## src/rtl/cpu_pkg.sv

```systemverilog
// Shared definitions for the lab CPU: opcode encodings, instruction field
// positions and the fetch-state encoding.
package cpu_pkg;

  localparam logic [1:0] OP_ADD = 2'b00;
  localparam logic [1:0] OP_LD  = 2'b01;
  localparam logic [1:0] OP_ST  = 2'b10;
  localparam logic [1:0] OP_JMP = 2'b11;

  // Field positions within the 8-bit instruction byte
  localparam int OPC_LSB = 6;
  localparam int RS_LSB  = 4;
  localparam int RT_LSB  = 2;
  localparam int RD_LSB  = 0;
  localparam int JOFF_W  = 6;

  typedef enum logic [1:0] {
    IDLE = 2'd0,
    RUN  = 2'd1,
    HALT = 2'd2
  } fetch_state_t;

  function automatic logic [7:0] sext6(input logic [5:0] v);
    return {{2{v[5]}}, v};
  endfunction

  function automatic logic [7:0] sext2(input logic [1:0] v);
    return {{6{v[1]}}, v};
  endfunction

endpackage

```

## src/rtl/instr_decode.sv

```systemverilog
// Combinational instruction decoder: splits an instruction byte into its
// fields and forms the sign-extended immediate.
module instr_decode
  import cpu_pkg::*;
(
  input  logic [7:0] ir,
  output logic [1:0] opcode,
  output logic [1:0] rs,
  output logic [1:0] rt,
  output logic [1:0] rd,
  output logic [7:0] imm
);

  assign opcode = ir[OPC_LSB +: 2];
  assign rs     = ir[RS_LSB  +: 2];
  assign rt     = ir[RT_LSB  +: 2];
  assign rd     = ir[RD_LSB  +: 2];

  // Jumps carry a 6-bit offset; everything else a 2-bit immediate in rd
  assign imm = (opcode == OP_JMP) ? sext6(ir[JOFF_W-1:0]) : sext2(ir[1:0]);

endmodule

```

## src/rtl/instr_fetch_unit.sv

```systemverilog
// Instruction fetch: owns the PC, loads the instruction register from imem,
// resolves jumps locally and honours stall/redirect from execute.
module instr_fetch_unit
  import cpu_pkg::*;
#(
  parameter int         PC_LIMIT = 32,
  parameter logic [7:0] RESET_PC = 8'h00
) (
  input  logic       clk,
  input  logic       reset,
  output logic [7:0] imem_addr,
  input  logic [7:0] imem_data,
  input  logic       stall,
  input  logic       redirect_valid,
  input  logic [7:0] redirect_target,
  output logic       instr_valid,
  output logic [1:0] opcode,
  output logic [1:0] rs,
  output logic [1:0] rt,
  output logic [1:0] rd,
  output logic [7:0] imm,
  output logic       halted
);

  localparam logic [31:0] LIMIT = PC_LIMIT;

  fetch_state_t state_reg, state_next;
  logic [7:0]   pc_reg, pc_next;
  logic [7:0]   ir_reg, ir_next;
  logic         valid_reg, valid_next;
  logic [7:0]   pc_cand;

  always_ff @(posedge clk or posedge reset) begin
    if (reset) begin
      state_reg <= IDLE;
      pc_reg    <= RESET_PC;
      ir_reg    <= 8'h00;
      valid_reg <= 1'b0;
    end else begin
      state_reg <= state_next;
      pc_reg    <= pc_next;
      ir_reg    <= ir_next;
      valid_reg <= valid_next;
    end
  end

  always_comb begin
    state_next = state_reg;
    pc_next    = pc_reg;
    ir_next    = ir_reg;
    valid_next = valid_reg;
    pc_cand    = pc_reg;
    case (state_reg)
      IDLE: begin
        state_next = RUN;
        valid_next = 1'b0;
      end
      RUN: begin
        if (redirect_valid) begin
          pc_cand    = redirect_target;
          valid_next = 1'b0;
        end else if (!stall) begin
          ir_next    = imem_data;
          valid_next = 1'b1;
          if (imem_data[OPC_LSB +: 2] == OP_JMP)
            pc_cand = pc_reg + 8'd1 + sext6(imem_data[JOFF_W-1:0]);
          else
            pc_cand = pc_reg + 8'd1;
        end
        // Leaving program space freezes PC and IR at their current values
        if ({24'd0, pc_cand} >= LIMIT) begin
          state_next = HALT;
          valid_next = 1'b0;
          ir_next    = ir_reg;
        end else begin
          pc_next = pc_cand;
        end
      end
      HALT: valid_next = 1'b0;
      default: begin
        state_next = IDLE;
        valid_next = 1'b0;
      end
    endcase
  end

  assign imem_addr   = pc_reg;
  assign instr_valid = valid_reg;
  assign halted      = (state_reg == HALT);

  instr_decode u_decode (
    .ir     (ir_reg),
    .opcode (opcode),
    .rs     (rs),
    .rt     (rt),
    .rd     (rd),
    .imm    (imm)
  );

endmodule

```

## config.mk

```make
export PLATFORM = sky130hd
export DESIGN_NAME = instr_fetch_unit
export DESIGN_NICKNAME = d
export VERILOG_FILES = /design/src/rtl/cpu_pkg.sv /design/src/rtl/instr_decode.sv /design/src/rtl/instr_fetch_unit.sv
export SDC_FILE = /design/constraint.sdc
export NUM_CORES = 1
export LEC_CHECK = 0
export ABC_AREA = 1
export BUFFER_PORTS_ARGS = -buffer_cell sky130_fd_sc_hd__clkbuf_2
export CAP_MARGIN = 5
export CORE_UTILIZATION = 35
export CTS_CLUSTER_SIZE = 8
export DETAILED_ROUTE_END_ITERATION = 6
export GPL_TIMING_DRIVEN = 0
export HOLD_SLACK_MARGIN = 0.05
export MAX_ROUTING_LAYER = met4
export SYNTH_ARGS = -nofsm -noshare
export SYNTH_HDL_FRONTEND = slang
export SYNTH_SLANG_ARGS = --single-unit
export TNS_END_PERCENT = 20
```

## constraint.sdc

```tcl
create_clock -name clk -period 6.4 [get_ports clk]
set_input_delay 0.32 -clock clk [delete_from_list [all_inputs] [get_ports clk]]
set_output_delay 0.32 -clock clk [all_outputs]
set_load 0.005 [all_outputs]
```

Word level (Yosys, flattened, before mapping)
Index checks and enable logic that the tools add are counted.
{"block": "word_totals", "register_bits": 19, "inputBits": 20, "out_inout_bits": 26, "elab_cells": 32}
{"block": "classes", "add_sub_neg": 2, "magnitude_cmp": 1, "eq_ne": 6, "mux": 11, "bitwise_logic": 4, "reduce_logical": 4}
{"operator": "two-way mux 8 bit", "count": 5}
{"operator": "adder 8 x 1 -> 8 bit, second input constant", "count": 1}
{"operator": "adder 8 bit", "count": 1}
{"operator": "greater-or-equal comparator 8 x 6 -> 1 bit, second input constant", "count": 1}
{"operator": "equality test 2 bit, second input constant", "count": 3}
{"operator": "case mux 2 bit (3 select lines)", "count": 1}
{"operator": "two-way mux 1 bit", "count": 4}
{"operator": "inequality test 4 bit, second input constant", "count": 1}
{"operator": "NOT 1 bit", "count": 4}
{"operator": "AND reduction 2 bit", "count": 2}
{"operator": "AND reduction 4 bit", "count": 1}
{"operator": "equality test 2 x 1 -> 1 bit, second input constant", "count": 1}
{"operator": "logical NOT 2 bit", "count": 1}
{"operator": "two-way mux 2 bit", "count": 1}
{"operator": "inequality test 2 bit, second input constant", "count": 1}

Logic depth before layout (Yosys ltp)
{"block": "logic_depth", "depth_word": 9, "mapped_depth": 20, "ltp_nobuf": 19}

Modules after synthesis
Synthesis repeated with hierarchy kept, for this count alone.
{"block": "unflattened", "hier_cells": 219, "hier_area_um2": 1585.3}
{"module": "instr_fetch_unit", "n_inst": 1, "cells_each": 197, "area_each_um2": 1450.1, "seq_area_each_um2": 475.5}
{"module": "instr_decode", "n_inst": 1, "cells_each": 22, "area_each_um2": 135.1, "seq_area_each_um2": 0.0}

Worst setup path after synthesis
Ideal clock, no wire load.
{"block": "synth_timing", "path_kind": "register -> register", "start": "register pc_reg[0], in the netlist imem_addr[0]", "end": "register ir_reg[3]", "setup_time_ns": 0.117, "t_arrival_ns": 2.501, "required_ns": 6.283, "path_slack_ns": 3.782, "stages_incl_launch_ff": 20, "n_path_buf": 1, "synth_period_minus_slack_ns": 2.618, "cell_sequence": "dfrtp_1 > ha_1 > nand3_1 > nor2_2 > nand2_2 > xnor2_2 > ha_1 > nand2_1 > inv_1 > a21oi_1 > nand3_1 > nand3_1 > nand2_1 > nand2_1 > nand2_2 > nor2_4 > nand4_4 > buf_8 > nand2_2 > o21ai_2"}
{"block": "synth_between", "elab_chain_cells": 9}
{"element": "start, declared", "line_no": "instr_fetch_unit.sv:28", "source": "logic [7:0] pc_reg, pc_next;"}
{"element": "start signal, assigned", "line_no": "instr_fetch_unit.sv:41", "source": "pc_reg <= pc_next;"}
{"element": "adder 8 x 1 -> 8 bit", "line_no": "instr_fetch_unit.sv:66, instr_fetch_unit.sv:68"}
{"element": "adder 8 bit", "line_no": "instr_fetch_unit.sv:66", "source": "pc_cand = pc_reg + 8'd1 + sext6(imem_data[JOFF_W-1:0]);"}
{"element": "two-way mux 8 bit", "line_no": "instr_fetch_unit.sv:65", "source": "if (imem_data[OPC_LSB +: 2] == OP_JMP)"}
{"element": "two-way mux 8 bit (*)", "line_no": "instr_fetch_unit.sv:62", "source": "end else if (!stall) begin"}
{"element": "two-way mux 8 bit (*)", "line_no": "instr_fetch_unit.sv:59", "source": "if (redirect_valid) begin"}
{"element": "two-way mux 8 bit (*)", "line_no": "instr_fetch_unit.sv:53", "source": "case (state_reg)"}
{"element": "greater-or-equal comparator 8 x 6 -> 1 bit (*)", "line_no": "instr_fetch_unit.sv:71", "source": "if ({24'd0, pc_cand} >= LIMIT) begin"}
{"element": "NOT 1 bit (no source line) (*)"}
{"element": "AND reduction 4 bit (no source line) (*)"}
{"element": "end signal, assigned", "line_no": "instr_fetch_unit.sv:42", "source": "ir_reg <= ir_next;"}
{"element": "end, declared", "line_no": "instr_fetch_unit.sv:29", "source": "logic [7:0] ir_reg, ir_next;"}
Mark *: on every way between the ends. The rest lies on a longest branch, timed or not. The select of a mux whose other input is x is not followed.
A chain may end at the register's enable or synchronous reset.

Worst setup path in the final report
{"block": "layout_timing", "start": "register pc_reg[1], in the netlist imem_addr[1]", "end": "register pc_reg[2], in the netlist imem_addr[2]"}
{"block": "layout_between", "elab_chain_cells": 9}
{"element": "adder 8 x 1 -> 8 bit", "line_no": "instr_fetch_unit.sv:66, instr_fetch_unit.sv:68"}
{"element": "adder 8 bit", "line_no": "instr_fetch_unit.sv:66"}
{"element": "two-way mux 8 bit", "line_no": "instr_fetch_unit.sv:65"}
{"element": "two-way mux 8 bit (*)", "line_no": "instr_fetch_unit.sv:62"}
{"element": "two-way mux 8 bit (*)", "line_no": "instr_fetch_unit.sv:59"}
{"element": "two-way mux 8 bit (*)", "line_no": "instr_fetch_unit.sv:53"}
{"element": "greater-or-equal comparator 8 x 6 -> 1 bit", "line_no": "instr_fetch_unit.sv:71"}
{"element": "NOT 1 bit (no source line)"}
{"element": "AND reduction 2 bit (no source line)"}
Marks and branches as above.

==> flow_summary_export.csv <==
group,metric,value,unit
global_route,met2_usage,24.70,%
place,io_buffers,44,
yosys,synth_top_flop_cell,"dfrtp_1",
floorplanning,die_x,69.54,um
cells_and_area,fin_nets,294,
critical_path,start_kind,"flop",
critical_path,worstPathArrival,3.07,ns
cells_and_area,utilization,43.98,%
floorplanning,die_h,69.54,um
floorplanning,boundaryPins,46,
power,pwr-share-seq,32.1,%
clocking,cts-root-buf,"clkbuf_8",
detailed_routing,postRouteAntennaNets,0,
sta,setup_ws,3.484,ns
yosys,async_flop_share,100.0,%
floorplanning,num_rows,24,
floorplanning,core-area,4384,sq um
global_route,grt_pass1_wl,5830,um
global_route,grt_pass1_vias,1312,
global_route,grt_antenna_before_repair,0,
yosys,synth_cell_types,32,
yosys,synth_area_per_cell,7.460,sq um
clocking,hold_buffers,0,
clocking,tritoncts,"yes",
clocking,cts_resized,0,
cells_and_area,syn2layout_area_growth,20.77,%
clocking,cts_buffer_depth,2,
yosys,ys_seq_elements,19,
critical_path,cp_max_fo,10,
critical_path,critical_path_required,6.55,ns
detailed_routing,num_vias,1449,
outcome,status,"finished, final reports clean",
power,p_per_area,355.5,nW/um^2
place,dpl.hpwl,2702,um
sta,drv_slew,0,
clocking,clkSinkCount,19,
clocking,path_clk_slew,0.08,ns
yosys,synthesis.instances,214,
critical_path,worstSetupEndpointType,"flop",
yosys,synth_area,1597,sq um
clocking,cts_buffers,3,
clocking,htreeDepth,1,
global_route,overflow,0,
sta,period_share,45.56,%
power,p_int,0.0003826,W
global_route,use_met3,3.198,%
global_route,track_usage,15.18,%
detailed_routing,wl,3293,um
run,max_cap_violations,0,
sta,tightestPinTransition,0.7403,ns
yosys,synth.largest_area_cell,"dfrtp_1",
cells_and_area,nFillCells,482,
floorplanning,start_util,36.42,%
yosys,synth-warning-count,0,
power,p_total,0.0006854,W
critical_path,path_class,"reg2reg",
yosys,synth_common_cells,"63 x nand2_1, 31 x inv_1, 19 x dfrtp_1, 11 x nand3_1, 10 x ha_1",
sta,hold_viol_final,0,
yosys,syn_nets,245,
worst_hold_path,hp-class,"in2async",
sta,period_minus_slack,2.916,ns
yosys,synth_top_area_share,29.78,%
floorplanning,die_area,4836,sq um
clocking,clock_latency,0.26,ns
detailed_routing,wl_per_cell,10.49,um
detailed_routing,drc_errors,0,
sta,clock-skew-final,0.008289,ns
power,switching_share,44.18,%
sta,relSlewSlack,50.59,%
power,p_sw,0.0003028,W
power,max-vdd-ir-drop,0.1549,mV
sta,fmax,343.0,MHz
detailed_routing,drt_iter0_drc,90,
detailed_routing,dr.pass1.iters,4,
sta,setup_tns,0,ns
power,p_clk_share,12.4,%
cells_and_area,num_antenna_cells,0,
global_route,grt_max_degree,20,
place,dpl_worst_slack,3.468,ns
power,p_leak,1.103,nW
yosys,synthTopCellsByArea,"dfrtp_1 30%, nand2_1 15%, ha_1 7.8%",
cells_and_area,drive_gt1_share,30.15,%
yosys,yosysMostFrequentCell,"nand2_1",
detailed_routing,vias_per_cell,4.615,
global_route,top_usage_layer,"met2",
power,p_comb_share,55.5,%
global_route,grtUsageMet1,19.96,%
place,place_inst,310,
place,place_congestion,0.8159,
yosys,synth_seq_area_share,29.78,%
sta,rsz0062_at_grt,"false",
cells_and_area,stdcell_count,314,
sta,final-setup-viol-count,0,
clocking,post_cts_buffers,0,
yosys,synth_edf_count,0,
layout make-up:
cell class              instances  area (sq um)  share of cell area (%)
well taps                      52         65.06                   3.374
plain buffers                   6         48.80                   2.531
flip-flops and latches         19         475.5                   24.66
clock inverters                 1         5.005                  0.2596
inverters                      33         123.9                   6.424
multi-input cells             156         948.4                   49.19
repair buffers                 44         220.2                   11.42
clock buffers                   3         41.29                   2.141
power groups by stage:
stage           clock, W  sequential (W)  combinational [W]
6_report       0.0000850        0.000220           0.000381
5_1_grt        0.0000918        0.000230           0.000438
4_1_cts        0.0000873        0.000221           0.000387
3_5_place_dp           0        0.000223           0.000383
3_3_place_gp           0        0.000222           0.000381
2_1_floorplan          0        0.000216           0.000265
path summary, 6_finish.rpt:
path	start	to	slack, ns	depth (start not counted)
hold reg to reg	state_reg[1]	state_reg[0]	0.50	1
min in group clk	imem_data[7]	ir_reg[7]	0.30	3
hold / removal	reset	imem_addr[0]	0.16	2
max in group asynchronous	reset	ir_reg[4]	5.77	2
setup reg to reg	imem_addr[1]	imem_addr[2]	3.48	18
setup / recovery	imem_addr[1]	imem_addr[2]	3.48	18
critical path, stage by stage (launching register included):
cell     delay (ns)
dfrtp_1        0.44
ha_1           0.22
nand3_1        0.14
nor2_2         0.13
nand2_2        0.07
xnor2_2        0.15
ha_1           0.33
nand2_1        0.09
inv_1          0.04
a21oi_1        0.17
nand3_1        0.13
nand3_1        0.10
nand2_1        0.05
nand2_1        0.06
nand2_2        0.08
o21ai_4        0.25
nand3_4        0.19
nand2_1        0.12
nand2_1        0.05
per-layer routing:
metal | vias up | part of all wire, %
met5 | - | 0
met4 | 0 | 0.55
met3 | 2 | 4.9
met2 | 38 | 45
met1 | 629 | 50
li1 | 780 | -
through the flow:
step           instance area (sq um)  hold slack, ns
2_1_floorplan                   1597          0.2711
4_1_cts                         1928          0.1952
6_report                        1928          0.1601
3_5_place_dp                    1882          0.4743
3_3_place_gp                    1882          0.4786
5_1_grt                         1928          0.2485
cells in the final DEF, fill, tap and decap left out, drive strengths merged, types with 2 or more instances in the layout:
master  synthesis  final
clkinv          1      2
nor3            3      3
ha             10     10
o211ai          4      4
nand3b          2      2
nor2           12     12
nand4           8      8
dfrtp          19     19
a21oi           6      6
buf             5      5
xor2            5      5
inv            32     32
clkbuf          1     48
nand3          12     12
nand2          70     70
xnor2           3      3
o21ai          18     18
kinds of logic after synthesis:
group | Yosys count | synth area share (%)
AND/OR/NAND/NOR | 107 | 32.13
buffers and inverters | 39 | 10.81
AO/OA/AOI/OAI | 30 | 13.32
flip-flops | 19 | 29.78
adder cells (fa/ha/maj) | 11 | 9.091
XOR/XNOR | 8 | 4.859
Power figures use the tool's default switching activity.
